### src/rtl/capture_frame_controller.sv
// capture_frame_controller
//   Frame-aligned capture sequencer for an OV7670 byte stream (two bytes per
//   RGB332 pixel). Arms on start, waits for a VSYNC falling edge, then produces
//   one RAM write strobe and address per stored pixel. It bounds writes to
//   H_PIX x V_LINES and flags malformed lines.
//
// Ports
//   PCLK            camera pixel clock (only clock, rising edge)
//   rst             synchronous active-high reset
//   start           one-cycle capture request, honoured only in IDLE
//   continuous      sampled in DONE: 1 re-arms, 0 returns to IDLE
//   VSYNC, HREF     camera frame / line sync
//   byte_phase      phase of the byte currently on the bus (0 = first byte)
//   DP_RAM_addr_in  write address (row*H_PIX + col), valid with DP_RAM_regW
//   DP_RAM_regW     one-cycle write strobe per stored pixel
//   busy            high in ARM, CAPTURE and DONE
//   frame_done      one-cycle pulse while in DONE
//   line_err        sticky malformed-line/frame flag, cleared by start or rst
//   lines_seen      lines seen in the last/current frame, saturating at 255
module capture_frame_controller #(
    parameter int H_PIX   = 160,
    parameter int V_LINES = 120,
    parameter int AW      = 15
) (
    input  logic          PCLK,
    input  logic          rst,
    input  logic          start,
    input  logic          continuous,
    input  logic          VSYNC,
    input  logic          HREF,
    output logic          byte_phase,
    output logic [AW-1:0] DP_RAM_addr_in,
    output logic          DP_RAM_regW,
    output logic          busy,
    output logic          frame_done,
    output logic          line_err,
    output logic [7:0]    lines_seen
);
    localparam int CW = $clog2(H_PIX + 1);
    localparam int RW = $clog2(V_LINES + 1);
    localparam logic [CW-1:0] COL_MAX   = CW'(H_PIX);
    localparam logic [RW-1:0] ROW_MAX   = RW'(V_LINES);
    localparam logic [AW:0]   LINE_STEP = (AW+1)'(H_PIX);

    typedef enum logic [1:0] {IDLE, ARM, CAPTURE, DONE} state_t;
    state_t state_q, state_d;

    logic          vsync_q, href_q;
    logic [CW-1:0] col_q, col_d;
    logic [RW-1:0] row_q, row_d;
    // One extra bit so the next-row address after the last line
    // (H_PIX*V_LINES) can be held even when it equals 2^AW.
    logic [AW:0]   addr_q, addr_d, base_q, base_d;
    logic          bp_q, bp_d;
    logic [AW-1:0] waddr_q, waddr_d;
    logic          wr_q, wr_d;
    logic          err_q, err_d;
    logic [7:0]    seen_q, seen_d;
    logic          busy_q, done_q;

    logic vs_fall, vs_rise, href_rise, href_fall, phase_eff;

    assign vs_fall   =  vsync_q & ~VSYNC;
    assign vs_rise   = ~vsync_q &  VSYNC;
    assign href_rise = ~href_q  &  HREF;
    assign href_fall =  href_q  & ~HREF;
    // The first byte of a line is always phase 0, whatever the toggle says.
    assign phase_eff = href_rise ? 1'b0 : bp_q;

    always_comb begin
        state_d = state_q;
        col_d   = col_q;
        row_d   = row_q;
        addr_d  = addr_q;
        base_d  = base_q;
        bp_d    = bp_q;
        waddr_d = waddr_q;
        wr_d    = 1'b0;
        err_d   = err_q;
        seen_d  = seen_q;
        unique case (state_q)
            IDLE: begin
                if (start) begin
                    state_d = ARM;
                    err_d   = 1'b0;
                end
            end
            ARM: begin
                if (vs_fall) begin
                    state_d = CAPTURE;
                    col_d   = '0;
                    row_d   = '0;
                    addr_d  = '0;
                    base_d  = '0;
                    bp_d    = 1'b0;
                    seen_d  = '0;
                end
            end
            CAPTURE: begin
                if (HREF) begin
                    bp_d = ~phase_eff;
                    if (phase_eff) begin
                        if (row_q < ROW_MAX && col_q < COL_MAX) begin
                            wr_d    = 1'b1;
                            waddr_d = addr_q[AW-1:0];
                            col_d   = col_q + 1'b1;
                            addr_d  = addr_q + 1'b1;
                        end else if (row_q < ROW_MAX) begin
                            err_d = 1'b1;
                        end
                    end
                end else if (href_fall) begin
                    if (col_q != COL_MAX || row_q >= ROW_MAX)
                        err_d = 1'b1;
                    // Short lines still advance to the next row start.
                    if (row_q < ROW_MAX) begin
                        row_d  = row_q + 1'b1;
                        base_d = base_q + LINE_STEP;
                        addr_d = base_q + LINE_STEP;
                    end
                    if (seen_q != 8'hFF)
                        seen_d = seen_q + 8'd1;
                    col_d = '0;
                    bp_d  = 1'b0;
                end
                if (vs_rise) begin
                    state_d = DONE;
                    if (row_d != ROW_MAX)
                        err_d = 1'b1;
                end
            end
            DONE: begin
                state_d = continuous ? ARM : IDLE;
            end
            default: state_d = IDLE;
        endcase
    end

    always_ff @(posedge PCLK) begin
        if (rst) begin
            state_q <= IDLE;
            vsync_q <= 1'b0;
            href_q  <= 1'b0;
            col_q   <= '0;
            row_q   <= '0;
            addr_q  <= '0;
            base_q  <= '0;
            bp_q    <= 1'b0;
            waddr_q <= '0;
            wr_q    <= 1'b0;
            err_q   <= 1'b0;
            seen_q  <= '0;
            busy_q  <= 1'b0;
            done_q  <= 1'b0;
        end else begin
            state_q <= state_d;
            vsync_q <= VSYNC;
            href_q  <= HREF;
            col_q   <= col_d;
            row_q   <= row_d;
            addr_q  <= addr_d;
            base_q  <= base_d;
            bp_q    <= bp_d;
            waddr_q <= waddr_d;
            wr_q    <= wr_d;
            err_q   <= err_d;
            seen_q  <= seen_d;
            busy_q  <= (state_d != IDLE);
            done_q  <= (state_d == DONE);
        end
    end

    assign byte_phase     = bp_q;
    assign DP_RAM_addr_in = waddr_q;
    assign DP_RAM_regW    = wr_q;
    assign busy           = busy_q;
    assign frame_done     = done_q;
    assign line_err       = err_q;
    assign lines_seen     = seen_q;
endmodule

### config.mk
export PLATFORM = sky130hd
export DESIGN_NAME = capture_frame_controller
export DESIGN_NICKNAME = d
export VERILOG_FILES = /design/src/rtl/capture_frame_controller.sv
export SDC_FILE = /design/constraint.sdc
export NUM_CORES = 1
export LEC_CHECK = 0
export ABC_AREA = 1
export CORE_ASPECT_RATIO = 0.5
export CORE_MARGIN = 3
export CORE_UTILIZATION = 55
export CTS_BUF_LIST = sky130_fd_sc_hd__clkbuf_4
export CTS_CLUSTER_DIAMETER = 150
export DETAILED_ROUTE_END_ITERATION = 7
export GPL_TIMING_DRIVEN = 0
export PLACE_DENSITY = 0.82
export SYNTH_ARGS = -nofsm -noshare
export SYNTH_HDL_FRONTEND = slang
export SYNTH_SLANG_ARGS = --single-unit
### constraint.sdc
create_clock -name PCLK -period 4.2 [get_ports PCLK]
set_input_delay 0.42 -clock PCLK [delete_from_list [all_inputs] [get_ports PCLK]]
set_output_delay 0.42 -clock PCLK [all_outputs]
set_load 0.03 [all_outputs]
==> run_results.csv, run 1 <==
group,metric,value,unit
yosys,postSynthRegisterBits,72,
flow_run,drv_cap,0,
yosys,yosys-top-cells-count,"131 x sky130_fd_sc_hd__nand2_1, 72 x sky130_fd_sc_hd__dfxtp_1, 60 x sky130_fd_sc_hd__a21oi_1",
yosys,cell_count_after_synthesis,552,
yosys,ys_async_sr_fraction,0,%
worst_setup_path,critical-path-top-delay-family,"buffers and inverters",
finish,area.growth.synth_to_final,15.7,%
detailed_routing,wl_per_cell,12.5,um
yosys,synth_enable_flop_cells,0,
floorplanning,top_level_ports,34,
finish,drive_gt1_share,10.4,%
floorplanning,core_area,6780,um2
worst_setup_path,cp_num_buf_inv,1,
sta,hold_viol_final,0,
clock_tree,cts_made_buffers,9,
worst_setup_path,worstSetupEndpointType,"primary output",
yosys,synth_most_common_cell,"sky130_fd_sc_hd__nand2_1",
placed_design,gpl.final_weighted_congestion,0.879,
worst_setup_path,worstReg2RegEnd,"lines_seen[7]$_SDFFE_PP0P_",
detailed_routing,antenna_left,0,
placed_design,io_buffers,31,
clock_tree,ctsHtreeMaxLevel,3,
worst_hold_path,hold_end,"col_q[5]$_SDFFE_PP0P_",
yosys,yosysTopAreaCell,"sky130_fd_sc_hd__dfxtp_1",
sta,fin_tns_setup,0,ns
worst_setup_path,peak_per_stage_delay_on_the_critical_path,0.71,ns
yosys,synth_top_area_share,36.8,%
detailed_routing,firstDrtPassIters,4,
detailed_routing,number_of_drc_violations_after_detailed_routing,0,
clock_tree,post_cts_resized,0,
power,fin_total_pwr,1.34,mW
worst_setup_path,worst_setup_path_startpoint,"lines_seen[2]$_SDFFE_PP0P_",
outcome,status,"completed",
power,vdd_drop_max,177,uV
detailed_routing,detailroute.wirelength.met2,3.84,mm
global_routing,grt_usage,23.1,%
sta,slew_at_the_pin_with_the_worst_max_slew_slack,0.564,ns
yosys,yosysWarnings,0,
clock_tree,cts_setup_buffers,0,
power,power_density,296,nW/um2
detailed_routing,route.detailed.vias_per_inst,5.33,
floorplanning,die_height,65.7,um
floorplanning,core.rowCount,21,
worst_setup_path,timing.critical_path.from_type,"flip-flop",
clock_tree,cts.sinks,72,
yosys,netlist-cell-type-count,48,
worst_setup_path,critical_path.slowest_cell,"sky130_fd_sc_hd__clkdlybuf4s50_1",
clock_tree,clock_latency,0.44,ns
worst_hold_path,hold_path_depth,4,
worst_setup_path,worstPathRequired,3.78,ns
detailed_routing,drt-initial-drc-count,271,
sta,post-route-min-period,2.02,ns
detailed_routing,route.vias.total,3685,
yosys,synth_area_leaders,"sky130_fd_sc_hd__dfxtp_1 37%, sky130_fd_sc_hd__nand2_1 13%, sky130_fd_sc_hd__a21oi_1 7.7%, sky130_fd_sc_hd__nand3_1 5.7%, sky130_fd_sc_hd__inv_1 5.0%",
placed_design,cell_count_after_placement,675,
floorplanning,die_area,8230,um2
worst_setup_path,crit_chain,"clkdlybuf4s50_1",
floorplanning,initial_core_util,57.8,%
worst_hold_path,holdCritPathClass,"input port to flip-flop",
sta,final.period_utilization,48.2,%
placed_design,place_hpwl,6.45,mm
global_routing,sum_of_overflow_across_all_layers_after_global_routing,0,
sta,fin_skew,0.0201,ns
yosys,synth.yosys.seq_area_share,36.8,%
finish,finalNetCount,607,
clock_tree,postCtsHoldBufs,0,
clock_tree,cts_root_buffer,"sky130_fd_sc_hd__clkbuf_4",
yosys,synth.avg_cell_area,7.10,um2
sta,final_max_tran_viols,0,
finish,num_antenna_cells,0,
yosys,synthFlopType,"sky130_fd_sc_hd__dfxtp_1",
worst_setup_path,cp_data_arrival_time,1.60,ns
worst_setup_path,timing_worst_setup_path_type,"flip-flop to primary output",
floorplanning,floorplan.die.width,125,um
clock_tree,clk_pin_slew_worst_paths,0.13,ns
detailed_routing,met1_length,4.13,mm
global_routing,first_global_vias,3408,
yosys,syn-cell-area,3920,um2
sta,fin_hold_ws,0.358,ns
clock_tree,clockBufferDepth,2,
detailed_routing,highest-signal-layer,"met4",
sta,max_freq,494,MHz
sta,setup_viol_count_final,0,
clock_tree,tritoncts,"built",
worst_setup_path,crit_path_max_fanout,6,
worst_setup_path,r2r_cells,8,
global_routing,grt_antenna_before_repair,0,
power,p_leak,1.71,nW
worst_setup_path,regToRegStartpoint,"lines_seen[0]$_SDFFE_PP0P_",
yosys,mappedNetlistNets,565,
finish,layout.cells.non_filler,691,
worst_hold_path,holdCritStartpoint,"rst",
sta,maxSlewHeadroom,62.4,%
detailed_routing,routed_wirelength,8.64,mm
detailed_routing,dr_wl_met3,506,um
sta,rsz0062_at_grt,"no",
global_routing,grt_first_pass_wirelength,15.4,mm
worst_setup_path,rrSetupSlack,2.46,ns
global_routing,grt_max_degree,14,
-- registers in the layout, summed over array words and instances (netlist names), 2 cells and up --
register,cells
DP_RAM_addr_in,15
addr_q,15
base_q,10
col_q,8
lines_seen,8
row_q,7
state_q,2
-- layout by cell type, fill, tap and decap left out, types with 2 or more instances in the layout --
cell	n
sky130_fd_sc_hd__nand2_1	131
sky130_fd_sc_hd__dfxtp_1	72
sky130_fd_sc_hd__a21oi_1	60
sky130_fd_sc_hd__inv_1	52
sky130_fd_sc_hd__nor2_1	51
sky130_fd_sc_hd__nand3_1	45
sky130_fd_sc_hd__clkdlybuf4s50_1	31
sky130_fd_sc_hd__o21ai_0	26
sky130_fd_sc_hd__nand4_1	14
sky130_fd_sc_hd__nor3_1	11
sky130_fd_sc_hd__clkbuf_4	10
sky130_fd_sc_hd__xor2_1	8
sky130_fd_sc_hd__ha_1	7
sky130_fd_sc_hd__inv_2	6
sky130_fd_sc_hd__buf_6	5
sky130_fd_sc_hd__nand2_4	4
sky130_fd_sc_hd__nor2_2	4
sky130_fd_sc_hd__nand3_2	4
sky130_fd_sc_hd__o21ai_1	4
sky130_fd_sc_hd__clkbuf_1	3
sky130_fd_sc_hd__nor2_8	3
sky130_fd_sc_hd__dlygate4sd1_1	3
sky130_fd_sc_hd__o21bai_1	3
sky130_fd_sc_hd__bufinv_16	3
sky130_fd_sc_hd__buf_4	2
sky130_fd_sc_hd__inv_6	2
sky130_fd_sc_hd__o21ai_2	2
sky130_fd_sc_hd__nor2_4	2
sky130_fd_sc_hd__o21ai_4	2
sky130_fd_sc_hd__nand3b_1	2
sky130_fd_sc_hd__o22ai_1	2
sky130_fd_sc_hd__inv_4	2
sky130_fd_sc_hd__or2_2	2
sky130_fd_sc_hd__a211oi_1	2
sky130_fd_sc_hd__clkinv_4	2
-- power breakdown --
group	switching [mW]	leakage, nW	internal, mW
combinational	0.0568	1.02	0.0282
clock	0.253	0.101	0.312
sequential	0.00403	0.581	0.688
total	0.314	1.71	1.03
-- logic make-up after synthesis --
group / synth area share [%]
and+or+nand+nor: 34.4
AOI/OAI and AO/OA: 14.9
buffers and inverters: 9.71
DFF: 36.8
xor gates and xnor gates: 2.01
adders and majority gates: 2.24
-- metal layers --
metal | vias to the layer above | GRT usage, %
met2 | 79 | 37.3
met4 | 0 | 7.84
met5 | - | 0
li1 | 1900 | -
met1 | 1687 | 30.0
met3 | 19 | 6.74
-- worst max path at each step --
stage / depth (start not counted) / endpoint / slack [ns]
after floorplan: 8 / lines_seen[7]$_SDFFE_PP0P_ / 2.46
after global placement: 10 / col_q[6]$_SDFFE_PP0P_ / 2.21
after detailed placement: 10 / addr_q[4]$_SDFFE_PP0P_ / 2.21
after CTS: 1 / lines_seen[2] / 2.15
after global routing: 1 / lines_seen[2] / 2.09
final: 1 / lines_seen[2] / 2.18
-- metrics by stage --
step	cell area, um2	setup slack (ns)	util [%]
floorplan	3920	2.46	-
global placement	4340	2.21	64.1
detailed placement	4340	2.21	64.1
CTS	4530	2.15	66.9
global route	4530	2.09	66.9
finish	4530	2.18	66.9
-- cell type report --
type                    count  area [um2]
multi-input cells         401        2100
clock inverters             6         116
well taps                  92         115
fillers                   603        2240
inverters                  62         243
clock buffers              10        75.1
flip-flops and latches     72        1440
repair buffers             31         310
plain buffers              17         138
Power figures use the tool's default switching activity.
==> run 2, diff against run 1 <==
- clock period: 4.2 -> 1.9 ns (I/O delays scaled with it)
==> run 2 against run 1 <==
Net effect: utilization stayed put; largest power group unchanged; critical endpoint unchanged; flip-flop and latch count stayed put; non-clock buffer count did not move; setup slack worse by 2.1 ns; count of clock-buffer cells in the layout is the same.
==> run_results.csv, run 2 (same netlist as run 1, synthesis figures left out) <==
group,metric,value,unit
sta,maxSlewHeadroom,62.4,%
placed_design,io_buffers,31,
detailed_routing,route.vias.total,3685,
sta,fin_tns_setup,0,ns
global_routing,grt_max_degree,14,
sta,final.period_utilization,94.4,%
sta,setup_viol_count_final,0,
placed_design,gpl.final_weighted_congestion,0.879,
power,fin_total_pwr,2.97,mW
sta,max_freq,558,MHz
sta,slew_at_the_pin_with_the_worst_max_slew_slack,0.564,ns
detailed_routing,drt-initial-drc-count,283,
floorplanning,core_area,6780,um2
worst_setup_path,crit_path_max_fanout,6,
finish,multi_input_area,2100,um2
placed_design,place_worst_setup_slack,0.140,ns
floorplanning,die_height,65.7,um
global_routing,grt_antenna_before_repair,0,
flow_run,drv_cap,0,
worst_setup_path,critical-path-top-delay-family,"buffers and inverters",
worst_hold_path,holdCritPathClass,"input port to flip-flop",
placed_design,place_hpwl,6.45,mm
worst_setup_path,r2r_cells,8,
clock_tree,post_cts_resized,0,
floorplanning,top_level_ports,34,
clock_tree,cts.sinks,72,
sta,rsz0062_at_grt,"no",
clock_tree,cts_root_buffer,"sky130_fd_sc_hd__clkbuf_4",
worst_setup_path,worstPathRequired,1.71,ns
finish,n_fill_cell,603,
worst_setup_path,timing_worst_setup_path_type,"flip-flop to primary output",
clock_tree,ctsHtreeMaxLevel,3,
clock_tree,clockBufferDepth,2,
finish,postLayoutCoreUtil,66.9,%
finish,seq_area,1440,um2
finish,mostFrequentLayoutCells,"131 x sky130_fd_sc_hd__nand2_1, 72 x sky130_fd_sc_hd__dfxtp_1, 60 x sky130_fd_sc_hd__a21oi_1, 52 x sky130_fd_sc_hd__inv_1, 51 x sky130_fd_sc_hd__nor2_1",
detailed_routing,antenna_left,0,
floorplanning,die_area,8230,um2
worst_hold_path,hold_path_depth,4,
worst_setup_path,regToRegStartpoint,"lines_seen[0]$_SDFFE_PP0P_",
floorplanning,initial_core_util,57.8,%
worst_hold_path,hold_end,"col_q[5]$_SDFFE_PP0P_",
finish,layout.cells.non_filler,691,
worst_setup_path,cp_data_arrival_time,1.60,ns
floorplanning,floorplan.die.width,125,um
worst_setup_path,peak_per_stage_delay_on_the_critical_path,0.71,ns
worst_setup_path,rrSetupSlack,0.19,ns
finish,layout_commonest_cell,"sky130_fd_sc_hd__nand2_1",
sta,timing.final.ws_setup,0.107,ns
finish,drive_gt1_share,10.4,%
finish,finalInstanceArea,4530,um2
power,p_leak,1.71,nW
finish,num_antenna_cells,0,
detailed_routing,route.detailed.vias_per_inst,5.33,
sta,hold_viol_final,0,
clock_tree,clock_latency,0.44,ns
global_routing,sum_of_overflow_across_all_layers_after_global_routing,0,
clock_tree,tritoncts,"built",
clock_tree,cts_setup_buffers,0,
sta,fin_skew,0.0201,ns
sta,fin_hold_ws,0.128,ns
global_routing,grt_usage,23.1,%
worst_setup_path,worstReg2RegEnd,"lines_seen[7]$_SDFFE_PP0P_",
sta,post-route-min-period,1.79,ns
placed_design,cell_count_after_placement,675,
clock_tree,postCtsHoldBufs,0,
power,power_density,654,nW/um2
worst_setup_path,critical_path.slowest_cell,"sky130_fd_sc_hd__clkdlybuf4s50_1",
detailed_routing,wl_per_cell,12.5,um
finish,finalNetCount,607,
floorplanning,core.rowCount,21,
clock_tree,cts_made_buffers,9,
worst_setup_path,cp_num_buf_inv,1,
worst_hold_path,holdCritStartpoint,"rst",
detailed_routing,firstDrtPassIters,4,
global_routing,grt_first_pass_wirelength,15.4,mm
outcome,status,"completed",
finish,area.growth.synth_to_final,15.7,%
clock_tree,clk_pin_slew_worst_paths,0.13,ns
placed_design,area_of_placed_instances,4340,um2
worst_setup_path,timing.critical_path.from_type,"flip-flop",
detailed_routing,number_of_drc_violations_after_detailed_routing,0,
worst_setup_path,crit_chain,"clkdlybuf4s50_1",
worst_setup_path,worstSetupEndpointType,"primary output",
sta,final_max_tran_viols,0,
global_routing,first_global_vias,3408,
detailed_routing,routed_wirelength,8.64,mm
power,vdd_drop_max,391,uV
-- run 2: routing by layer --
| metal | wire (um) | track usage (%) |
|---|---|---|
| met5 | 0 | 0 |
| met4 | 160 | 7.84 |
| met3 | 506 | 6.74 |
| met2 | 3850 | 37.3 |
| met1 | 4130 | 30.0 |
-- run 2: worst max-delay path by stage --
stage                     cells past startpoint                  startpoint  slack [ns]                          to
after detailed placement                     10                       VSYNC        0.14      addr_q[4]$_SDFFE_PP0P_
after global routing                          8  lines_seen[0]$_SDFFE_PP0P_       0.005  lines_seen[5]$_SDFFE_PP0P_
after CTS                                     1  lines_seen[2]$_SDFFE_PP0P_        0.08               lines_seen[2]
final                                         1  lines_seen[2]$_SDFFE_PP0P_        0.11               lines_seen[2]
after global placement                       10                       VSYNC        0.14       col_q[6]$_SDFFE_PP0P_
after floorplan                               8  lines_seen[0]$_SDFFE_PP0P_        0.16  lines_seen[7]$_SDFFE_PP0P_
-- run 2: cell type report --
class                           count  share of cell area, %
Inverter                           62                   5.35
Tap cell                           92                   2.54
Clock buffer                       10                   1.66
Multi-Input combinational cell    401                   46.2
Timing Repair Buffer               31                   6.84
Sequential cell                    72                   31.8
Buffer                             17                   3.04
Clock inverter                      6                   2.57
-- run 2: tightest hold or removal path, stage by stage --
cell and delay [ns]:
sky130_fd_sc_hd__clkbuf_2 0.12, sky130_fd_sc_hd__inv_1 0.07, sky130_fd_sc_hd__nand2_1 0.10, sky130_fd_sc_hd__nor2_1 0.05
-- run 2: power by group --
| part | switching [mW] | internal, mW |
|---|---|---|
| Combinational | 0.126 | 0.0623 |
| Clock | 0.560 | 0.690 |
| Sequential | 0.00891 | 1.52 |
==> run 3, diff against run 2 <==
- HOLD_SLACK_MARGIN: unset -> 0.08
==> results of run 3 <==
No change in the layout: final DEF, timing and power equal those of run 2.
